==> src/rtl/adder_ctrl_pkg.sv <==
// Shared types and constants for the RPN adder controller: state encoding,
// ASCII codes and the nibble-to-hex formatter.
package adder_ctrl_pkg;

    localparam int unsigned DATA_W  = 8;
    localparam int unsigned NIB_W   = 4;
    localparam int unsigned SUM_W   = 5;
    localparam int unsigned STATE_W = 3;
    localparam int unsigned CNT_W   = 8;

    // Encodings are visible on o_state and must not change
    typedef enum logic [STATE_W-1:0] {
        S_IDLE    = 3'd0,
        S_HAVE1   = 3'd1,
        S_HAVE2   = 3'd2,
        S_START   = 3'd3,
        S_WAIT    = 3'd4,
        S_EMIT_HI = 3'd5,
        S_EMIT_LO = 3'd6,
        S_EMIT_NL = 3'd7
    } state_t;

    localparam logic [DATA_W-1:0] ASCII_PLUS  = 8'h2B;
    localparam logic [DATA_W-1:0] ASCII_MINUS = 8'h2D;
    localparam logic [DATA_W-1:0] ASCII_X_LO  = 8'h78;
    localparam logic [DATA_W-1:0] ASCII_X_UP  = 8'h58;
    localparam logic [DATA_W-1:0] ASCII_ESC   = 8'h1B;
    localparam logic [DATA_W-1:0] ASCII_LF    = 8'h0A;
    localparam logic [DATA_W-1:0] ASCII_QMARK = 8'h3F;
    localparam logic [DATA_W-1:0] ASCII_ZERO  = 8'h30;
    localparam logic [DATA_W-1:0] ASCII_ONE   = 8'h31;

    function automatic logic [DATA_W-1:0] nibble_to_ascii(input logic [NIB_W-1:0] n);
        if (n < 4'd10)
            return 8'(ASCII_ZERO + {4'h0, n});
        else
            return 8'(8'h37 + {4'h0, n});
    endfunction

endpackage

==> src/rtl/adder_rpn_ctrl_if.sv <==
// Bundle of the UART RX, adder and UART TX signals seen by the RPN controller.
interface adder_rpn_ctrl_if;
    import adder_ctrl_pkg::*;

    logic [DATA_W-1:0]  i_rx_data;
    logic               i_rx_valid;
    logic [NIB_W-1:0]   o_r1;
    logic [NIB_W-1:0]   o_r2;
    logic               o_subtract;
    logic               o_start;
    logic [SUM_W-1:0]   i_sum;
    logic               i_rdy;
    logic [DATA_W-1:0]  o_tx_data;
    logic               o_tx_valid;
    logic               i_tx_ready;
    logic               o_err;
    logic [STATE_W-1:0] o_state;

    modport master (
        input  i_rx_data, i_rx_valid, i_sum, i_rdy, i_tx_ready,
        output o_r1, o_r2, o_subtract, o_start, o_tx_data, o_tx_valid, o_err, o_state
    );

    modport slave (
        output i_rx_data, i_rx_valid, i_sum, i_rdy, i_tx_ready,
        input  o_r1, o_r2, o_subtract, o_start, o_tx_data, o_tx_valid, o_err, o_state
    );

endinterface

==> src/rtl/ascii_hex_decode.sv <==
// Combinational ASCII hex-digit classifier: flags 0-9/A-F/a-f and returns the nibble.
module ascii_hex_decode (
    input  logic [7:0] i_byte,
    output logic       o_is_hex_c,
    output logic [3:0] o_value_c
);

    always_comb begin
        o_is_hex_c = 1'b0;
        o_value_c  = 4'h0;
        if (i_byte >= 8'h30 && i_byte <= 8'h39) begin
            o_is_hex_c = 1'b1;
            o_value_c  = 4'(i_byte - 8'h30);
        end else if (i_byte >= 8'h41 && i_byte <= 8'h46) begin
            o_is_hex_c = 1'b1;
            o_value_c  = 4'(i_byte - 8'h37);
        end else if (i_byte >= 8'h61 && i_byte <= 8'h66) begin
            o_is_hex_c = 1'b1;
            o_value_c  = 4'(i_byte - 8'h57);
        end
    end

endmodule

==> src/rtl/adder_rpn_ctrl.sv <==
// RPN sequencing controller: parses operand/operand/operator from the UART RX
// stream, runs the adder with a timeout and prints the result as ASCII.
module adder_rpn_ctrl
    import adder_ctrl_pkg::*;
#(
    parameter int unsigned TIMEOUT = 15
) (
    input  logic             clk_in,
    input  logic             i_rst,
    adder_rpn_ctrl_if.master bus
);

    localparam logic [CNT_W-1:0] TIMEOUT_LAST = CNT_W'(TIMEOUT - 1);

    state_t            r_state;
    logic [NIB_W-1:0]  r_r1;
    logic [NIB_W-1:0]  r_r2;
    logic              r_sub;
    logic              r_start;
    logic [NIB_W-1:0]  r_res_lo;
    logic              r_abort;
    logic [CNT_W-1:0]  r_cnt;
    logic [DATA_W-1:0] r_tx_data;
    logic              r_tx_valid;
    logic              r_err;

    logic              w_is_hex;
    logic [NIB_W-1:0]  w_hex_val;
    logic              w_is_op;
    logic              w_is_clr;
    logic              w_busy;

    ascii_hex_decode u_dec (
        .i_byte     (bus.i_rx_data),
        .o_is_hex_c (w_is_hex),
        .o_value_c  (w_hex_val)
    );

    assign w_is_op  = (bus.i_rx_data == ASCII_PLUS) || (bus.i_rx_data == ASCII_MINUS);
    assign w_is_clr = (bus.i_rx_data == ASCII_X_LO) || (bus.i_rx_data == ASCII_X_UP) ||
                      (bus.i_rx_data == ASCII_ESC);
    assign w_busy   = (r_state != S_IDLE) && (r_state != S_HAVE1) && (r_state != S_HAVE2);

    always_ff @(posedge clk_in or negedge i_rst) begin
        if (!i_rst) begin
            r_state    <= S_IDLE;
            r_r1       <= '0;
            r_r2       <= '0;
            r_sub      <= 1'b0;
            r_start    <= 1'b0;
            r_res_lo   <= '0;
            r_abort    <= 1'b0;
            r_cnt      <= '0;
            r_tx_data  <= '0;
            r_tx_valid <= 1'b0;
            r_err      <= 1'b0;
        end else begin
            r_start <= 1'b0;
            r_err   <= 1'b0;
            // Bytes arriving while an operation is in flight are dropped
            if (bus.i_rx_valid && w_busy)
                r_err <= 1'b1;

            case (r_state)
                S_IDLE, S_HAVE1, S_HAVE2: begin
                    if (bus.i_rx_valid) begin
                        if (w_is_hex) begin
                            if (r_state == S_IDLE) begin
                                r_r1    <= w_hex_val;
                                r_state <= S_HAVE1;
                            end else if (r_state == S_HAVE1) begin
                                r_r2    <= w_hex_val;
                                r_state <= S_HAVE2;
                            end else begin
                                r_r1 <= r_r2;
                                r_r2 <= w_hex_val;
                            end
                        end else if (w_is_op) begin
                            if (r_state == S_HAVE2) begin
                                r_sub   <= (bus.i_rx_data == ASCII_MINUS);
                                r_start <= 1'b1;
                                r_state <= S_START;
                            end else begin
                                r_err <= 1'b1;
                            end
                        end else if (w_is_clr) begin
                            r_state <= S_IDLE;
                        end
                    end
                end
                S_START: begin
                    r_cnt   <= '0;
                    r_abort <= 1'b0;
                    r_state <= S_WAIT;
                end
                S_WAIT: begin
                    // Adder ready takes priority over a coincident timeout
                    if (bus.i_rdy) begin
                        r_res_lo   <= bus.i_sum[NIB_W-1:0];
                        r_abort    <= 1'b0;
                        r_tx_data  <= bus.i_sum[SUM_W-1] ? ASCII_ONE : ASCII_ZERO;
                        r_tx_valid <= 1'b1;
                        r_state    <= S_EMIT_HI;
                    end else if (r_cnt == TIMEOUT_LAST) begin
                        r_abort    <= 1'b1;
                        r_tx_data  <= ASCII_QMARK;
                        r_tx_valid <= 1'b1;
                        r_state    <= S_EMIT_HI;
                    end else begin
                        r_cnt <= r_cnt + 8'd1;
                    end
                end
                S_EMIT_HI: begin
                    if (bus.i_tx_ready) begin
                        if (r_abort) begin
                            r_tx_data <= ASCII_LF;
                            r_state   <= S_EMIT_NL;
                        end else begin
                            r_tx_data <= nibble_to_ascii(r_res_lo);
                            r_state   <= S_EMIT_LO;
                        end
                    end
                end
                S_EMIT_LO: begin
                    if (bus.i_tx_ready) begin
                        r_tx_data <= ASCII_LF;
                        r_state   <= S_EMIT_NL;
                    end
                end
                S_EMIT_NL: begin
                    if (bus.i_tx_ready) begin
                        r_tx_valid <= 1'b0;
                        r_state    <= S_IDLE;
                    end
                end
                default: r_state <= S_IDLE;
            endcase
        end
    end

    assign bus.o_r1       = r_r1;
    assign bus.o_r2       = r_r2;
    assign bus.o_subtract = r_sub;
    assign bus.o_start    = r_start;
    assign bus.o_tx_data  = r_tx_data;
    assign bus.o_tx_valid = r_tx_valid;
    assign bus.o_err      = r_err;
    assign bus.o_state    = r_state;

endmodule

==> src/flat_wrapper.sv <==
// flat-port wrapper written by rule: the top's interface ports become plain ports
module adder_rpn_ctrl_flat import adder_ctrl_pkg::*;
#(
    parameter int unsigned TIMEOUT = 15
)
  (clk_in, i_rst, bus_i_rx_data, bus_i_rx_valid, bus_i_sum, bus_i_rdy, bus_i_tx_ready, bus_o_r1, bus_o_r2, bus_o_subtract, bus_o_start, bus_o_tx_data, bus_o_tx_valid, bus_o_err, bus_o_state);
  adder_rpn_ctrl_if bus_i ();
  input  logic clk_in;
  input  logic i_rst;
  input wire logic [$bits(bus_i.i_rx_data)-1:0] bus_i_rx_data;
  input wire logic [$bits(bus_i.i_rx_valid)-1:0] bus_i_rx_valid;
  input wire logic [$bits(bus_i.i_sum)-1:0] bus_i_sum;
  input wire logic [$bits(bus_i.i_rdy)-1:0] bus_i_rdy;
  input wire logic [$bits(bus_i.i_tx_ready)-1:0] bus_i_tx_ready;
  output wire logic [$bits(bus_i.o_r1)-1:0] bus_o_r1;
  output wire logic [$bits(bus_i.o_r2)-1:0] bus_o_r2;
  output wire logic [$bits(bus_i.o_subtract)-1:0] bus_o_subtract;
  output wire logic [$bits(bus_i.o_start)-1:0] bus_o_start;
  output wire logic [$bits(bus_i.o_tx_data)-1:0] bus_o_tx_data;
  output wire logic [$bits(bus_i.o_tx_valid)-1:0] bus_o_tx_valid;
  output wire logic [$bits(bus_i.o_err)-1:0] bus_o_err;
  output wire logic [$bits(bus_i.o_state)-1:0] bus_o_state;
  assign bus_i.i_rx_data = bus_i_rx_data;
  assign bus_i.i_rx_valid = bus_i_rx_valid;
  assign bus_i.i_sum = bus_i_sum;
  assign bus_i.i_rdy = bus_i_rdy;
  assign bus_i.i_tx_ready = bus_i_tx_ready;
  assign bus_o_r1 = bus_i.o_r1;
  assign bus_o_r2 = bus_i.o_r2;
  assign bus_o_subtract = bus_i.o_subtract;
  assign bus_o_start = bus_i.o_start;
  assign bus_o_tx_data = bus_i.o_tx_data;
  assign bus_o_tx_valid = bus_i.o_tx_valid;
  assign bus_o_err = bus_i.o_err;
  assign bus_o_state = bus_i.o_state;
  adder_rpn_ctrl #(.TIMEOUT(TIMEOUT)) u_core (.clk_in(clk_in), .i_rst(i_rst), .bus(bus_i));
endmodule
==> config.mk <==
export PLATFORM = sky130hd
export DESIGN_NAME = adder_rpn_ctrl_flat
export DESIGN_NICKNAME = d
export VERILOG_FILES = /design/src/rtl/adder_ctrl_pkg.sv /design/src/rtl/adder_rpn_ctrl_if.sv /design/src/rtl/ascii_hex_decode.sv /design/src/rtl/adder_rpn_ctrl.sv /design/src/flat_wrapper.sv
export SDC_FILE = /design/constraint.sdc
export NUM_CORES = 1
export LEC_CHECK = 0
export ABC_AREA = 1
export CAP_MARGIN = 20
export CORE_ASPECT_RATIO = 0.9
export CORE_MARGIN = 2
export CORE_UTILIZATION = 45
export CTS_BUF_LIST = sky130_fd_sc_hd__clkbuf_8
export DETAILED_ROUTE_END_ITERATION = 7
export HOLD_SLACK_MARGIN = 0.1
export PLACE_DENSITY = 0.68
export SLEW_MARGIN = 30
export SYNTH_ARGS = -nofsm -noshare
export SYNTH_HDL_FRONTEND = slang
export SYNTH_SLANG_ARGS = --single-unit
==> constraint.sdc <==
create_clock -name clk_in -period 1.8 [get_ports clk_in]
set_clock_uncertainty 0.2 [all_clocks]
set_input_delay 0.27 -clock clk_in [delete_from_list [all_inputs] [get_ports clk_in]]
set_output_delay 0.27 -clock clk_in [all_outputs]
set_load 0.005 [all_outputs]
==> results.md <==
- Int Pwr: 0.00260 W
- VDD IR max: 0.837 mV
- Final hold viol count: 0
- Commonest non-fill, non-tap cell in the layout: nand2_1
- CP Class: register to output port
- Leakage power: 1.66 nW
- Initial detailed-routing violation count: 77
- # rows: 24
- Core Region: 4920 sq um
- Ant diodes: 0
- Synth Instances: 307
- Worst-skew pair later-pin latency: 0.28 ns
- WL/cell: 11.8 microns
- Worst reg-to-reg path cell count: 9
- Port Buf Inserts: 39
- Critical R2R Capture: u_core.r_cnt[3]
- Yosys warns: 0
- Min Hold Slack: 0.152 ns
- Syn avg cell area: 7.58 sq um
- Tmin final: 1.76 ns
- Initial Util: 47.3%
- Clock-pin slew on the worst setup and hold paths: 0.07 ns
- Most frequent cells in the layout: nand2_1, inv_1, buf_4, dfrtp_1, clkdlybuf4s50_1
- Detail Placement HPWL: 3900 microns
- Die Span Y: 72.2 microns
- Die Wd: 79.8 microns
- Area added between synthesis and finish: 45.1%
- CP Launch Type: register
- Unrepaired setup endpoints after global routing: true
- Reg2reg start: u_core.bus.o_state[0]
- Pre-antenna DRT Iters: 4
- Tot Pwr: 0.00441 W
- Largest net degree at the start of global routing: 36
- Setup crit end kind: output port
- Count of pins over their slew limit: 0
- Largest stage delay, worst path: 0.49 ns
- Vias in the first global route: 1980
- Finished Core Util: 68.5%
- Status: completed
- Avg Vias per Cell: 4.78
- NetSw: 0.00181 W
- Finished Layout Cells: 462
- Power per cell area: 1310 nW/um^2
- Sequential share of power: 27.5%
- Clk pwr share: 12.0%
- Tot GR Track Use: 19.4%
- Routability congestion estimate: 0.821
- Net Count, Synth: 331
- Sw Share: 41.0%
- CP required: 1.33 ns
- Register area share after synthesis: 37.6%
- TritonCTS Sinks: 35
- Final ANT Viol Nets: 0
- R2r setup slk: 0.06 ns
- Ports: 41
- TritonCTS clock tree: yes
- Final period util: 97.6%
- Global-route wire length before repair: 8860 microns
- Arr. time, crit path: 1.29 ns
- Fill cell count: 397
- Initial antenna violation count: 0
- Die area: 5760 sq um
- Worst min path class: primary input to async pin
- Synthesized area: 2330 sq um
- Finish-stage setup viols: 0
- GRT overflow: 0
- Vias: 2207
- Synth area leaders: dfrtp_1, nand2_1, inv_1
- Gate power share: 60.5%
- Max-cap violations: 0
- Maximum clock insertion buffer count: 2
- Root Buffer: clkbuf_8
- Worst path slowest cell: dfrtp_2
- Share of layout cells above drive strength 1: 30.7%
- TritonCTS buffer count: 5
- Synth cell types: 35
- H-tree Lvls: 2
- Worst path cell trace: buf_4, buf_6, dlygate4sd2_1
- Synth top area share: 37.6%
- Max Freq: 569 MHz
- Synth area leader: dfrtp_1
- Critical path peak fanout: 7
- Post-Route WL: 5450 microns
- DP Cell Count: 442
- Layout net count: 420
- Drc violations: 0
- Yosys reg bits: 35
synthesized netlist by cell type:
master,n
nand2_1,72
inv_1,46
dfrtp_1,35
nor2_1,30
nand3_1,23
o21ai_0,21
o21ai_2,10
nor2_2,8
ha_1,6
a21oi_1,5
nand2_2,5
o21ai_1,5
xor2_1,5
nand4_1,3
nor2_4,3
or2_2,3
buf_4,2
buf_6,2
inv_2,2
nand2_4,2
nand4_2,2
nor2_8,2
nor3_4,2
o22ai_1,2
a211oi_1,1
a31oi_1,1
and3_4,1
buf_12,1
clkinv_1,1
conb_1,1
inv_4,1
nor3_1,1
nor3_2,1
o211ai_1,1
o21a_1,1
what timing repair did:
action | CTS | global route
buffers inserted | 2 | 9
gates cloned | 0 | 1
pin swaps | 4 | 13
gates resized for setup | 21 | 31
hold buffers | 0 | 0
setup endpoints to repair | 22 | 24
power by group through the flow:
stage	clock (W)	combinational (W)	sequential (W)
after floorplan	0	0.00146	0.00116
after global placement	0	0.00225	0.00122
after detailed placement	0	0.00228	0.00122
after CTS	0.000553	0.00235	0.00121
after global routing	0.000591	0.00294	0.00124
final	0.000529	0.00267	0.00121
worst max-delay path, delay by kind of cell (launching register included):
family	cells	cell delay (ns)
buf+inv	3	0.51
flops	1	0.49
sequential cells by signal, indices dropped and copies added, names as in the netlist:
register               count
u_core.bus.o_err           1
u_core.r_abort             1
u_core.bus.o_start         1
u_core.bus.o_r2            4
u_core.bus.o_r1            4
u_core.r_cnt               8
u_core.bus.o_tx_data       7
u_core.bus.o_state         3
u_core.r_res_lo            4
u_core.bus.o_tx_valid      1
u_core.bus.o_subtract      1
final cells by class:
| class | count | area, sq um | area share (%) |
|---|---|---|---|
| Sequential cell | 35 | 880 | 26.1 |
| Clock buffer | 5 | 68.8 | 2.04 |
| Multi-Input combinational cell | 217 | 1320 | 39.1 |
| Inverter | 50 | 193 | 5.71 |
| Clock inverter | 3 | 12.5 | 0.371 |
| Timing Repair inverter | 1 | 7.51 | 0.222 |
| Timing Repair Buffer | 86 | 815 | 24.1 |
| Tap cell | 65 | 81.3 | 2.41 |
how the worst max path moves through the flow:
stage                                         end  slack (ns)  cells after the start                  start
after floorplan           u_core.bus.o_tx_data[4]        0.18                      9  u_core.bus.o_state[0]
after global placement      u_core.bus.o_state[1]       -0.41                     12       bus_i_rx_data[1]
after detailed placement    u_core.bus.o_state[1]       -0.45                     12       bus_i_rx_data[1]
after CTS                          bus_o_state[1]       0.005                      2  u_core.bus.o_state[1]
after global routing              u_core.r_cnt[3]       -0.04                      9  u_core.bus.o_state[0]
final                              bus_o_state[0]        0.04                      3  u_core.bus.o_state[0]
stage by stage:
stage                     TNS [ns]  worst slack (ns)  instance area (sq um)
final                            0            0.0429                   3380
after global routing        -0.160           -0.0401                   3380
after CTS                        0           0.00469                   3210
after detailed placement     -5.42            -0.454                   3050
after global placement       -4.76            -0.411                   3050
after floorplan                  0             0.181                   2330
cell families (layout without fill, tap and decap cells):
kind of cell / Yosys count / after routing / share of synthesized area (%)
AO/OA/AOI/OAI: 47 / 47 / 12.2
other: 1 / 1 / 0.161
adder cells (fa/ha/maj): 6 / 6 / 3.23
XOR/XNOR: 5 / 5 / 1.88
AND/OR/NAND/NOR: 158 / 158 / 34.2
flip-flops: 35 / 35 / 37.6
buffers and inverters: 55 / 145 / 10.6
layer usage:
layer | vias to the layer above | share of wire [%] | GRT usage [%]
li1 | 1149 | - | -
met1 | 1009 | 49 | 28.1
met2 | 41 | 46 | 28.9
met3 | 8 | 3.9 | 4.48
met4 | 0 | 1.4 | 6.40
met5 | - | 0 | 0
(Power assumes the default switching activity.)
